### src/rtl/cpu_pkg.sv
// Shared definitions for the bit-serial CPU front end: loader state encoding,
// instruction/nibble geometry and the opcode field position.
package cpu_pkg;

    localparam int INSTR_W        = 16;
    localparam int NIB_W          = 4;
    localparam int NIBS_PER_INSTR = 4;

    localparam int OPCODE_LSB = 0;
    localparam int OPCODE_MSB = 3;

    typedef enum logic [1:0] {
        EMPTY   = 2'd0,
        LOADING = 2'd1,
        READY   = 2'd2
    } ld_state_t;

endpackage

### src/rtl/btn_debounce.sv
// Push-button synchroniser, debouncer and rise detector.
// Define INST_LOADER_DEBOUNCE_EN to enable the persistence counter; otherwise stable follows s2.
module btn_debounce #(
    parameter int DEBOUNCE_CYCLES = 16
) (
    input  logic clk,
    input  logic rstn,
    input  logic btn_raw,
    output logic rise
);

    // Constant 1 for every legal setting; an illegal count simply yields no events.
    localparam logic DB_OK = (DEBOUNCE_CYCLES >= 1);

    logic r_s1;
    logic r_s2;
    logic r_stable;
    logic r_stable_d;

    always_ff @(posedge clk or negedge rstn) begin
        if (!rstn) begin
            r_s1       <= 1'b0;
            r_s2       <= 1'b0;
            r_stable_d <= 1'b0;
        end else begin
            r_s1       <= btn_raw;
            r_s2       <= r_s1;
            r_stable_d <= r_stable;
        end
    end

`ifdef INST_LOADER_DEBOUNCE_EN
    localparam int CNT_W = (DEBOUNCE_CYCLES > 1) ? $clog2(DEBOUNCE_CYCLES) : 1;

    logic [CNT_W-1:0] r_cnt;

    // A changed level is accepted only after DEBOUNCE_CYCLES consecutive differing samples.
    always_ff @(posedge clk or negedge rstn) begin
        if (!rstn) begin
            r_stable <= 1'b0;
            r_cnt    <= '0;
        end else if (r_s2 != r_stable) begin
            if (r_cnt == CNT_W'(DEBOUNCE_CYCLES - 1)) begin
                r_stable <= r_s2;
                r_cnt    <= '0;
            end else begin
                r_cnt <= r_cnt + 1'b1;
            end
        end else begin
            r_cnt <= '0;
        end
    end
`else
    always_ff @(posedge clk or negedge rstn) begin
        if (!rstn) begin
            r_stable <= 1'b0;
        end else begin
            r_stable <= r_s2;
        end
    end
`endif

    assign rise = r_stable & ~r_stable_d & DB_OK;

endmodule

### src/rtl/inst_loader.sv
// Instruction entry stage: debounced button, nibble loader FSM and execute pulse.
// Debounce counter is enabled by defining INST_LOADER_DEBOUNCE_EN.
module inst_loader
    import cpu_pkg::*;
#(
    parameter int DEBOUNCE_CYCLES = 16
) (
    input  logic                   clk,
    input  logic                   rstn,
    input  logic                   btn_raw,
    input  logic                   load_mode,
    input  logic [NIB_W-1:0]       nib_in,
    input  logic                   cpu_busy,
    output logic [NIB_W-1:0]       opcode,
    output logic [INSTR_W-NIB_W-1:0] instr,
    output logic                   inst_done,
    output logic                   btn_edge,
    output logic [2:0]             nib_count,
    output ld_state_t              dbg_state
);

    logic w_rise;
    logic w_load_ev;
    logic w_exec_ev;
    logic w_shift;
    logic [2:0] w_cnt_next;
    ld_state_t w_next_state;

    ld_state_t          r_state;
    logic [2:0]         r_cnt;
    logic [INSTR_W-1:0] r_sr;
    logic               r_btn_edge;

    btn_debounce #(
        .DEBOUNCE_CYCLES (DEBOUNCE_CYCLES)
    ) u_btn_debounce (
        .clk     (clk),
        .rstn    (rstn),
        .btn_raw (btn_raw),
        .rise    (w_rise)
    );

    // A rise seen while the CPU is busy is dropped, never queued.
    assign w_load_ev = w_rise &  load_mode & ~cpu_busy;
    assign w_exec_ev = w_rise & ~load_mode & ~cpu_busy;

    always_comb begin
        w_next_state = r_state;
        w_shift      = 1'b0;
        w_cnt_next   = r_cnt;
        case (r_state)
            EMPTY: begin
                if (w_load_ev) begin
                    w_shift      = 1'b1;
                    w_cnt_next   = 3'd1;
                    w_next_state = LOADING;
                end
            end
            LOADING: begin
                if (w_load_ev) begin
                    w_shift    = 1'b1;
                    w_cnt_next = r_cnt + 3'd1;
                    if (r_cnt == 3'(NIBS_PER_INSTR - 1)) begin
                        w_next_state = READY;
                    end
                end else if (!load_mode) begin
                    w_cnt_next   = 3'd0;
                    w_next_state = EMPTY;
                end
            end
            READY: begin
                if (w_load_ev) begin
                    w_shift      = 1'b1;
                    w_cnt_next   = 3'd1;
                    w_next_state = LOADING;
                end
            end
            default: begin
                w_cnt_next   = 3'd0;
                w_next_state = EMPTY;
            end
        endcase
    end

    always_ff @(posedge clk or negedge rstn) begin
        if (!rstn) begin
            r_state    <= EMPTY;
            r_cnt      <= 3'd0;
            r_sr       <= '0;
            r_btn_edge <= 1'b0;
        end else begin
            r_state    <= w_next_state;
            r_cnt      <= w_cnt_next;
            r_btn_edge <= w_exec_ev;
            if (w_shift) begin
                r_sr <= {r_sr[INSTR_W-NIB_W-1:0], nib_in};
            end
        end
    end

    assign opcode    = r_sr[OPCODE_MSB:OPCODE_LSB];
    assign instr     = r_sr[INSTR_W-1:NIB_W];
    assign inst_done = (r_state == READY);
    assign btn_edge  = r_btn_edge;
    assign nib_count = r_cnt;
    assign dbg_state = r_state;

endmodule

### config.mk
export PLATFORM = sky130hd
export DESIGN_NAME = inst_loader
export DESIGN_NICKNAME = d
export VERILOG_FILES = /design/src/rtl/cpu_pkg.sv /design/src/rtl/btn_debounce.sv /design/src/rtl/inst_loader.sv
export SDC_FILE = /design/constraint.sdc
export NUM_CORES = 1
export LEC_CHECK = 0
export ABC_AREA = 1
export BUFFER_PORTS_ARGS = -buffer_cell sky130_fd_sc_hd__buf_2
export CAP_MARGIN = 20
export CORE_MARGIN = 10
export CORE_UTILIZATION = 50
export CTS_CLUSTER_DIAMETER = 30
export DETAILED_ROUTE_END_ITERATION = 6
export PLACE_DENSITY = 0.81
export SLEW_MARGIN = 20
export SYNTH_ARGS = -nofsm -noshare
export SYNTH_HDL_FRONTEND = slang
export SYNTH_HIERARCHICAL = 1
export SYNTH_SLANG_ARGS = --single-unit
### constraint.sdc
create_clock -name clk -period 1.4 [get_ports clk]
set_input_delay 0.07 -clock clk [delete_from_list [all_inputs] [get_ports clk]]
set_output_delay 0.07 -clock clk [all_outputs]
set_load 0.02 [all_outputs]
==> results of run 1 <==
[where the power goes]
group	leakage [nW]	total [mW]	switching [mW]	internal [mW]
Sequential	0.337	0.989	0.102	0.887
Clock	0.0279	0.520	0.231	0.290
Combinational	0.441	0.701	0.451	0.250
Total	0.806	2.21	0.783	1.43
[final cells by class]
cell class	count	area (µm²)
multi-input cells	63	389
clock inverters	1	30.0
inverters	26	97.6
clock buffers	3	22.5
well taps	28	35.0
fillers	189	732
repair buffers	42	255
flip-flops and latches	26	651
[critical path, cell delays in order, from the launching register on]
cell and delay [ns]:
dfrtp_1 0.40, inv_1 0.18, buf_4 0.15, nor2_1 0.03
buf_2 0.15
[metrics by stage]
stage | TNS, ns | area [µm²] | hold WS (ns)
6_report | 0 | 1480 | 0.0790
5_1_grt | 0 | 1480 | 0.0637
4_1_cts | 0 | 1480 | 0.0763
3_5_place_dp | -1.01 | 1340 | 0.0996
3_3_place_gp | -0.433 | 1340 | 0.0890
2_1_floorplan | 0 | 1150 | -0.226
[routing by layer]
metal	track usage [%]	vias up	share of wire [%]
met5	0	-	0
met4	6.03	0	2.0
met3	4.89	4	10
met2	18.4	27	46
met1	12.9	422	41
li1	-	444	-
[registers in the layout, indices dropped and copies added, names as in the netlist]
name	cells
r_sr	16
nib_count	3
dbg_state	2
btn_edge	1
u_btn_debounce/r_s1	1
u_btn_debounce/r_s2	1
u_btn_debounce/r_stable	1
u_btn_debounce/r_stable_d	1
[cells by family after synthesis]
kind of cell / count (synthesis) / share of synthesized area, %
fa+ha+maj: 2 / 2.17
buf+inv: 29 / 11.4
simple gates: 39 / 14.3
flops: 26 / 56.3
compound gates: 21 / 15.8
[layout by cell type, fill, tap and decap left out]
master | netlist | layout
nor2_4 | 1 | 1
o22ai_1 | 1 | 1
clkbuf_4 | 0 | 3
ha_1 | 2 | 2
nand3_1 | 5 | 5
dfrtp_1 | 26 | 26
nor2_1 | 3 | 3
nand2_2 | 1 | 1
o211ai_1 | 2 | 2
nand2_1 | 28 | 28
bufinv_16 | 0 | 1
dlygate4sd3_1 | 0 | 7
buf_4 | 0 | 4
o21ai_2 | 16 | 16
o21ai_4 | 1 | 2
nor2_2 | 1 | 1
buf_2 | 0 | 31
o21ai_0 | 1 | 1
inv_1 | 26 | 26
[worst paths after layout]
kind                                                      from                           endpoint  slack (ns)  cells past startpoint
min                                                   cpu_busy                 btn_edge$_DFF_PN0_        0.08                      4
min reg2reg                      u_btn_debounce/r_s2$_DFF_PN0_  u_btn_debounce/r_stable$_DFF_PN0_        0.37                      0
max reg2reg                u_btn_debounce/r_stable_d$_DFF_PN0_                r_sr[2]$_DFFE_PN0P_        0.12                      6
max                                   dbg_state[1]$_DFFE_PN0P_                          inst_done        0.12                      4
max in group asynchronous                                 rstn               r_sr[14]$_DFFE_PN0P_        0.79                      2
min in group asynchronous                                 rstn               r_sr[11]$_DFFE_PN0P_        0.24                      2
[repair_timing]
| item | CTS | global route |
|---|---|---|
| hold endpoints to repair | 32 | 0 |
| gates resized for setup | 1 | 0 |
| hold buffers | 7 | 0 |
| setup endpoints to repair | 16 | 1 |
| pin swaps | 1 | 1 |
| gates cloned | 1 | 0 |
==> reports/metrics.csv, run 1 <==
metric;value;unit
layout_setup_ws;0.115;ns
vias;897;
dp_slack;-0.0890;ns
yosysTopAreaCell;dfrtp_1;
clockRootBuffer;clkbuf_4;
relSlewSlack;56.6;%
antenna_found_initial;0;
layoutNonFillerInstCount;189;
utilization;66.9;%
grt_pass1_vias;877;
die_area;4630;µm²
fin_crit;1.28;ns
ys_async_sr_fraction;100;%
grt_pass1_wl;4080;µm
die_x;68.1;µm
cts_tree;built;
worstSetupEndpointType;primary output;
report.final.slew_viol_count;0;
portBuffers;31;
grt-ovfl-total;0;
gp_congestion;0.812;
ys_top_cells_by_count;28 x nand2_1, 26 x dfrtp_1, 26 x inv_1;
drc;0;
syn_inst;117;
critPathRequiredTime;1.33;ns
track_usage;11.6;%
diodes;0;
avgSynthCellArea;9.87;µm²
htreeDepth;1;
placed_cells;177;
hold_viol;0;
outcome;finished clean;
p_leak;0.806;nW
cap_violations;0;
yosysMostFrequentCell;nand2_1;
start_util;52.2;%
cp_max_fo;3;
worst_slew_pin_slew;0.649;ns
syn2layout_area_growth;28.2;%
peakVddDrop;995;µV
setup_violations;0;
power;2.21;mW
syn-num-nets;128;
synth_seq_cells;26;
synth_edf_count;0;
synth_cell_types;15;
cts_buffers;3;
synth.area.top_cells;dfrtp_1 56%, o21ai_2 12%, nand2_1 9.1%;
routed_via_density;4.75;
wl_per_cell;12.7;µm
io_pins;32;
wirelength;2410;µm
dr.pass1.iters;4;
die_h;68.1;µm
netlist.area_leader.share;56.3;%
rsz0062_at_grt;no;
worstHoldPathType;input pin to flip-flop;
clk_path_buf_depth;2;
ys.flop_type;dfrtp_1;
clk_latency;0.33;ns
clock_sinks;26;
core;2210;µm²
cts_setup_buffers;0;
first_iter_violations;41;
critPathKind;flip-flop to primary output;
clkTransAtPathRegs;0.13;ns
period_share;91.8;%
cp.arrival;1.21;ns
crit_path_start_kind;flip-flop;
rows;17;
syn_area;1150;µm²
drtAntennaViolNets;0;
ys.warnings.count;6;
drive_above_1_share;37.3;%
ys_seq_area_share;56.3;%
power_per_cell_area;1490;nW/µm²
timing.fmax;778;MHz
grt_max_degree;27;
nets;173;
finalClockSkew;0.0156;ns
hpwl;1710;µm
No activity file was read; power rests on OpenSTA's default activity.
==> inputs of run 2 (changes only) <==
Settings changed: CTS_BUF_LIST from default to sky130_fd_sc_hd__clkbuf_16, SETUP_SLACK_MARGIN from default to 0.15.
==> run 2 against run 1 <==
Net effect:
- clock power grew 61%
- sequential share of layout area fell by 4.7 points
- final area increased by 12%
- total power up 19%
- sequential cell count unchanged
- first-iteration DRC count up 7.3%
- combinational power grew 14%
- global-route usage is 0.82 points higher
- die area did not move
==> reports/metrics.csv, run 2 (synthesis results as in run 1) <==
metric;value;unit
power;2.63;mW
drtAntennaViolNets;0;
io_pins;32;
worst_slew_pin_slew;0.556;ns
clk_latency;0.26;ns
period_share;93.2;%
p_leak;0.862;nW
internal-power;1.75;mW
power_per_cell_area;1590;nW/µm²
combinationalPowerShare;30.4;%
critPathKind;flip-flop to flip-flop;
critPathRequiredTime;1.55;ns
wl_per_cell;14.8;µm
antenna_found_initial;0;
ff_latch_area;651;µm²
core;2210;µm²
htreeDepth;1;
crit_path_start_kind;flip-flop;
placed_cells;177;
report.final.slew_viol_count;0;
layout_common_cells;30 x buf_2, 26 x nand2_1, 26 x dfrtp_1;
cts_tree;built;
track_usage;12.4;%
gp_congestion;0.812;
outcome;finished clean;
worstHoldPathType;input pin to flip-flop;
routed_via_density;4.98;
hpwl;1710;µm
portBuffers;31;
wirelength;2870;µm
timing.hold.ws;0.0359;ns
setup_violations;0;
peakVddDrop;1220;µV
clkTransAtPathRegs;0.06;ns
dr.pass1.iters;4;
grt_max_degree;27;
die_h;68.1;µm
cp_max_fo;7;
syn2layout_area_growth;43.3;%
mostFrequentLayoutCell;buf_2;
first_iter_violations;44;
die_x;68.1;µm
cp.arrival;1.46;ns
fin_crit;1.30;ns
largest-register;r_sr;
power.switching;887;µW
clock_sinks;26;
cap_violations;0;
timing.fmax;767;MHz
die_area;4630;µm²
grt_pass1_wl;4330;µm
clk_path_buf_depth;2;
vias;962;
largest_register_ff_count;16;
drive_above_1_share;46.7;%
finalClockSkew;0.00627;ns
rsz0062_at_grt;yes;
clockRootBuffer;clkbuf_16;
grt_pass1_vias;925;
p_seq_share;37.8;%
swShare;33.7;%
grt-ovfl-total;0;
hold_viol;0;
layoutNonFillerInstCount;193;
start_util;52.2;%
diodes;0;
n_fill_cell;152;
cts_buffers;3;
nets;177;
drc;0;
power.share.clock;31.8;%
relSlewSlack;62.9;%
rows;17;
multi_input_area;464;µm²
worstSetupEndpointType;flip-flop;
[run 2: changes by cell type in the layout (fill, tap and decap cells not counted), moves of 3 or more]
cell	delta
inv_1	-3
clkbuf_16	+3
o21ai_4	+4
buf_4	+3
buf_6	+3
nor2_4	+3
clkbuf_4	-3
dlygate4sd3_1	-5
[run 2: layout make-up]
| class | instances | area share (%) |
|---|---|---|
| clock buffers | 3 | 4.54 |
| multi-input cells | 65 | 28.0 |
| flip-flops and latches | 26 | 39.3 |
| clock inverters | 1 | 1.81 |
| inverters | 26 | 6.27 |
| well taps | 28 | 2.12 |
| repair buffers | 44 | 17.9 |
[run 2: power groups by stage]
stage                     Clock (mW)  Sequential [mW]  Combinational [mW]
after global routing           0.883             1.01               0.888
after CTS                      0.835            0.994               0.722
after floorplan                    0             1.16               0.267
final                          0.837            0.996               0.801
after detailed placement           0             1.00               0.689
after global placement             0            0.995               0.662
[run 2: worst paths after layout]
| check | startpoint | endpoint | slack (ns) | depth (start not counted) |
|---|---|---|---|---|
| worst min register to register | u_btn_debounce/r_s2$_DFF_PN0_ | u_btn_debounce/r_stable$_DFF_PN0_ | 0.36 | 0 |
| min in group asynchronous | rstn | r_sr[11]$_DFFE_PN0P_ | 0.33 | 2 |
| max in group asynchronous | rstn | r_sr[2]$_DFFE_PN0P_ | 0.70 | 2 |
| worst max register to register | dbg_state[1]$_DFFE_PN0P_ | r_sr[2]$_DFFE_PN0P_ | 0.1 | 5 |
| worst max-delay path | dbg_state[1]$_DFFE_PN0P_ | r_sr[2]$_DFFE_PN0P_ | 0.1 | 5 |
| worst min-delay path | load_mode | btn_edge$_DFF_PN0_ | 0.04 | 2 |
[run 2: worst max-delay path: stages, from the launching register on]
cell and delay [ns]:
dfrtp_1 0.40, clkinvlp_4 0.20, buf_4 0.19, o21ai_4 0.20
buf_12 0.16, o21ai_2 0.05
[run 2: per-stage QoR]
stage | setup WS, ns | TNS, ns | util [%] | area [µm²]
floorplan | 0.181 | 0 | - | 1150
global placement | -0.0321 | -0.433 | 60.6 | 1340
detailed placement | -0.0890 | -1.01 | 60.6 | 1340
CTS | 0.135 | 0 | 68.2 | 1510
global route | 0.0346 | 0 | 74.8 | 1660
finish | 0.0958 | 0 | 74.8 | 1660
[run 2: what timing repair did]
item	CTS	global route
endpoints found under the setup margin	16	22
cloned	2	1
gates resized for setup	2	20
pin swaps	2	7
hold endpoints to repair	27	0
buffers inserted	2	5
hold buffers	2	0
[run 2: metal layers]
metal | wire length, µm | track usage, % | part of all wire, %
met4 | 54 | 7.29 | 1.9
met3 | 230 | 5.38 | 8.0
met2 | 1440 | 19.0 | 50
met1 | 1150 | 14.0 | 40
met5 | 0 | 0 | 0
==> inputs of run 3 (changes only) <==
Settings changed: ABC_AREA 1 to default, CORE_UTILIZATION 50 to 49, PLACE_DENSITY 0.81 to 0.8.
==> run 3 against run 2 <==
Net effect:
- combinational power increased by 3.0%
- final area decreased by 10%
- clock skew decreased by 0.0033 ns
==> reports/metrics.csv, run 3 <==
metric;value;unit
start_util;50.9;%
largest_register_ff_count;16;
ys.flop_type;dfrtp_1;
antenna_found_initial;0;
p_seq_share;42.7;%
report.final.slew_viol_count;0;
critPathSlowestCell;dfrtp_1;
power.switching;819;µW
worstSetupEndpointType;flip-flop;
rows;17;
layout_common_cells;31 x buf_2, 24 x dfrtp_1, 10 x mux2_4;
grt_pass1_wl;4020;µm
synth-xor-area-share;0.793;%
drc;0;
layoutNonFillerInstCount;142;
swShare;32.3;%
ys_async_sr_fraction;100;%
syn_area;1100;µm²
synth.area.top_cells;dfrtp_1 59%, mux2_4 14%, mux2_2 6.1%;
combinationalPowerShare;32.6;%
clkTransAtPathRegs;0.06;ns
gp_congestion;0.719;
power.share.clock;24.7;%
hpwl;1630;µm
ys_seq_area_share;58.9;%
grt_max_degree;27;
wirelength;2340;µm
vias;709;
tns;0;ns
clockRootBuffer;clkbuf_16;
rsz0062_at_grt;yes;
avgSynthCellArea;15.6;µm²
p_leak;0.757;nW
synthSimpleGateAreaFrac;10.2;%
critPathRequiredTime;1.54;ns
period_share;96.8;%
portBuffers;31;
cp_max_fo;12;
cts_tree;built;
fin_crit;1.35;ns
synth_edf_count;0;
clock_sinks;26;
core;2170;µm²
grt-ovfl-total;0;
outcome;finished clean;
placed_cells;132;
timing.hold.ws;0.0417;ns
worstHoldPathType;input pin to flip-flop;
yosys.area_share.adder;2.27;%
synth_top_family_by_area;multiplexers;
io_pins;32;
timing.fmax;738;MHz
muxShareOfSynthArea;19.7;%
n_fill_cell;150;
critPathKind;flip-flop to flip-flop;
drive_above_1_share;58.8;%
synth_compound_area_share;6.00;%
hold_viol;0;
finalClockSkew;0.00296;ns
largest-register;r_sr;
relSlewSlack;62.4;%
routed_via_density;4.99;
internal-power;1.71;mW
ys_top_cells_by_count;26 x dfrtp_1, 10 x mux2_4, 6 x mux2_2;
yosysTopAreaCell;dfrtp_1;
r2r_slack;0.05;ns
die_x;67.5;µm
mostFrequentLayoutCell;buf_2;
syn-num-nets;82;
drtAntennaViolNets;0;
htreeDepth;1;
synth_cell_types;24;
syn_inst;71;
diodes;0;
dr.pass1.iters;4;
cts_buffers;3;
clk_latency;0.26;ns
cp.arrival;1.50;ns
netlist.area_leader.share;58.9;%
peakVddDrop;1140;µV
die_area;4550;µm²
nets;126;
die_h;67.5;µm
worst_slew_pin_slew;0.564;ns
wl_per_cell;16.5;µm
multi_input_area;462;µm²
yosysMostFrequentCell;dfrtp_1;
grt_pass1_vias;839;
first_iter_violations;22;
path_cells;nor2b_4 -> nor2b_4 -> nand3_4 -> buf_12 -> mux2_4;
cap_violations;0;
ff_latch_area;653;µm²
crit_path_start_kind;flip-flop;
setup_violations;0;
ys.warnings.count;6;
syn2layout_area_growth;34.3;%
slowest_delay;0.39;ns
synth_seq_cells;26;
track_usage;11.7;%
cpMostUsedCell;nor2b_4;
power_per_cell_area;1710;nW/µm²
clk_path_buf_depth;2;
## run 3: power groups by stage
| stage | sequential, mW | clock (mW) | combinational (mW) |
|---|---|---|---|
| 6_report | 1.08 | 0.626 | 0.825 |
| 5_1_grt | 1.11 | 0.662 | 0.908 |
| 4_1_cts | 1.08 | 0.639 | 0.834 |
| 3_5_place_dp | 1.09 | 0 | 0.799 |
| 3_3_place_gp | 1.08 | 0 | 0.780 |
| 2_1_floorplan | 1.30 | 0 | 0.295 |
## run 3: worst paths after layout
| kind | start | endpoint | depth (start not counted) |
|---|---|---|---|
| hold reg to reg | u_btn_debounce/r_s1$_DFF_PN0_ | u_btn_debounce/r_s2$_DFF_PN0_ | 0 |
| setup reg to reg | u_btn_debounce/r_stable_d$_DFF_PN0_ | r_sr[10]$_DFFE_PN0P_ | 5 |
| hold / removal | nib_in[3] | r_sr[3]$_DFFE_PN0P_ | 2 |
| setup / recovery | u_btn_debounce/r_stable_d$_DFF_PN0_ | r_sr[10]$_DFFE_PN0P_ | 5 |
| min in group asynchronous | rstn | btn_edge$_DFF_PN0_ | 2 |
| max in group asynchronous | rstn | nib_count[0]$_DFFE_PN0P_ | 2 |
## run 3: stage by stage
| stage | total power [mW] | util [%] | instance area, µm² | setup WS [ns] |
|---|---|---|---|---|
| 6_report | 2.53 | 68.4 | 1480 | 0.0451 |
| 5_1_grt | 2.68 | 68.4 | 1480 | -0.0488 |
| 4_1_cts | 2.55 | 68.1 | 1480 | 0.0508 |
| 3_5_place_dp | 1.89 | 61.6 | 1340 | -0.0338 |
| 3_3_place_gp | 1.86 | 61.6 | 1340 | 0.00200 |
| 2_1_floorplan | 1.59 | - | 1140 | 0.0110 |
## run 3: final cells by class
| type | instances | share of cell area (%) |
|---|---|---|
| Clock buffer | 3 | 5.06 |
| Clock inverter | 1 | 0.253 |
| Sequential cell | 26 | 44.0 |
| Inverter | 2 | 0.506 |
| Tap cell | 28 | 2.36 |
| Timing Repair Buffer | 41 | 16.7 |
| Multi-Input combinational cell | 41 | 31.1 |
## run 3: what timing repair did
action,4_1_cts,5_1_grt
setup buffers,4,0
hold buffers,2,0
setup endpoints to repair,21,21
pin swaps,1,0
resized for setup,0,1
endpoints found under the hold margin,27,0
## run 3: worst max-delay path, delay by kind of cell (launching register included)
| family | cells | cell delay (ns) |
|---|---|---|
| simple gates | 3 | 0.39 |
| flops | 1 | 0.39 |
| mux | 1 | 0.29 |
| buf+inv | 1 | 0.16 |
## run 3: cells by family (layout without fill, tap and decap cells)
kind of cell	count (synthesis)	after routing
and+or+nand+nor	13	13
DFF	26	26
adders and majority gates	2	2
AOI/OAI and AO/OA	9	9
buffers and inverters	4	47
xor gates and xnor gates	1	1
muxes	16	16
## run 3: per-layer routing
| layer | track usage (%) | share of wire, % | up-vias |
|---|---|---|---|
| li1 | - | - | 338 |
| met1 | 13.0 | 41 | 342 |
| met2 | 18.8 | 49 | 24 |
| met3 | 4.46 | 7.2 | 5 |
| met4 | 6.67 | 2.0 | 0 |
| met5 | 0 | 0 | - |
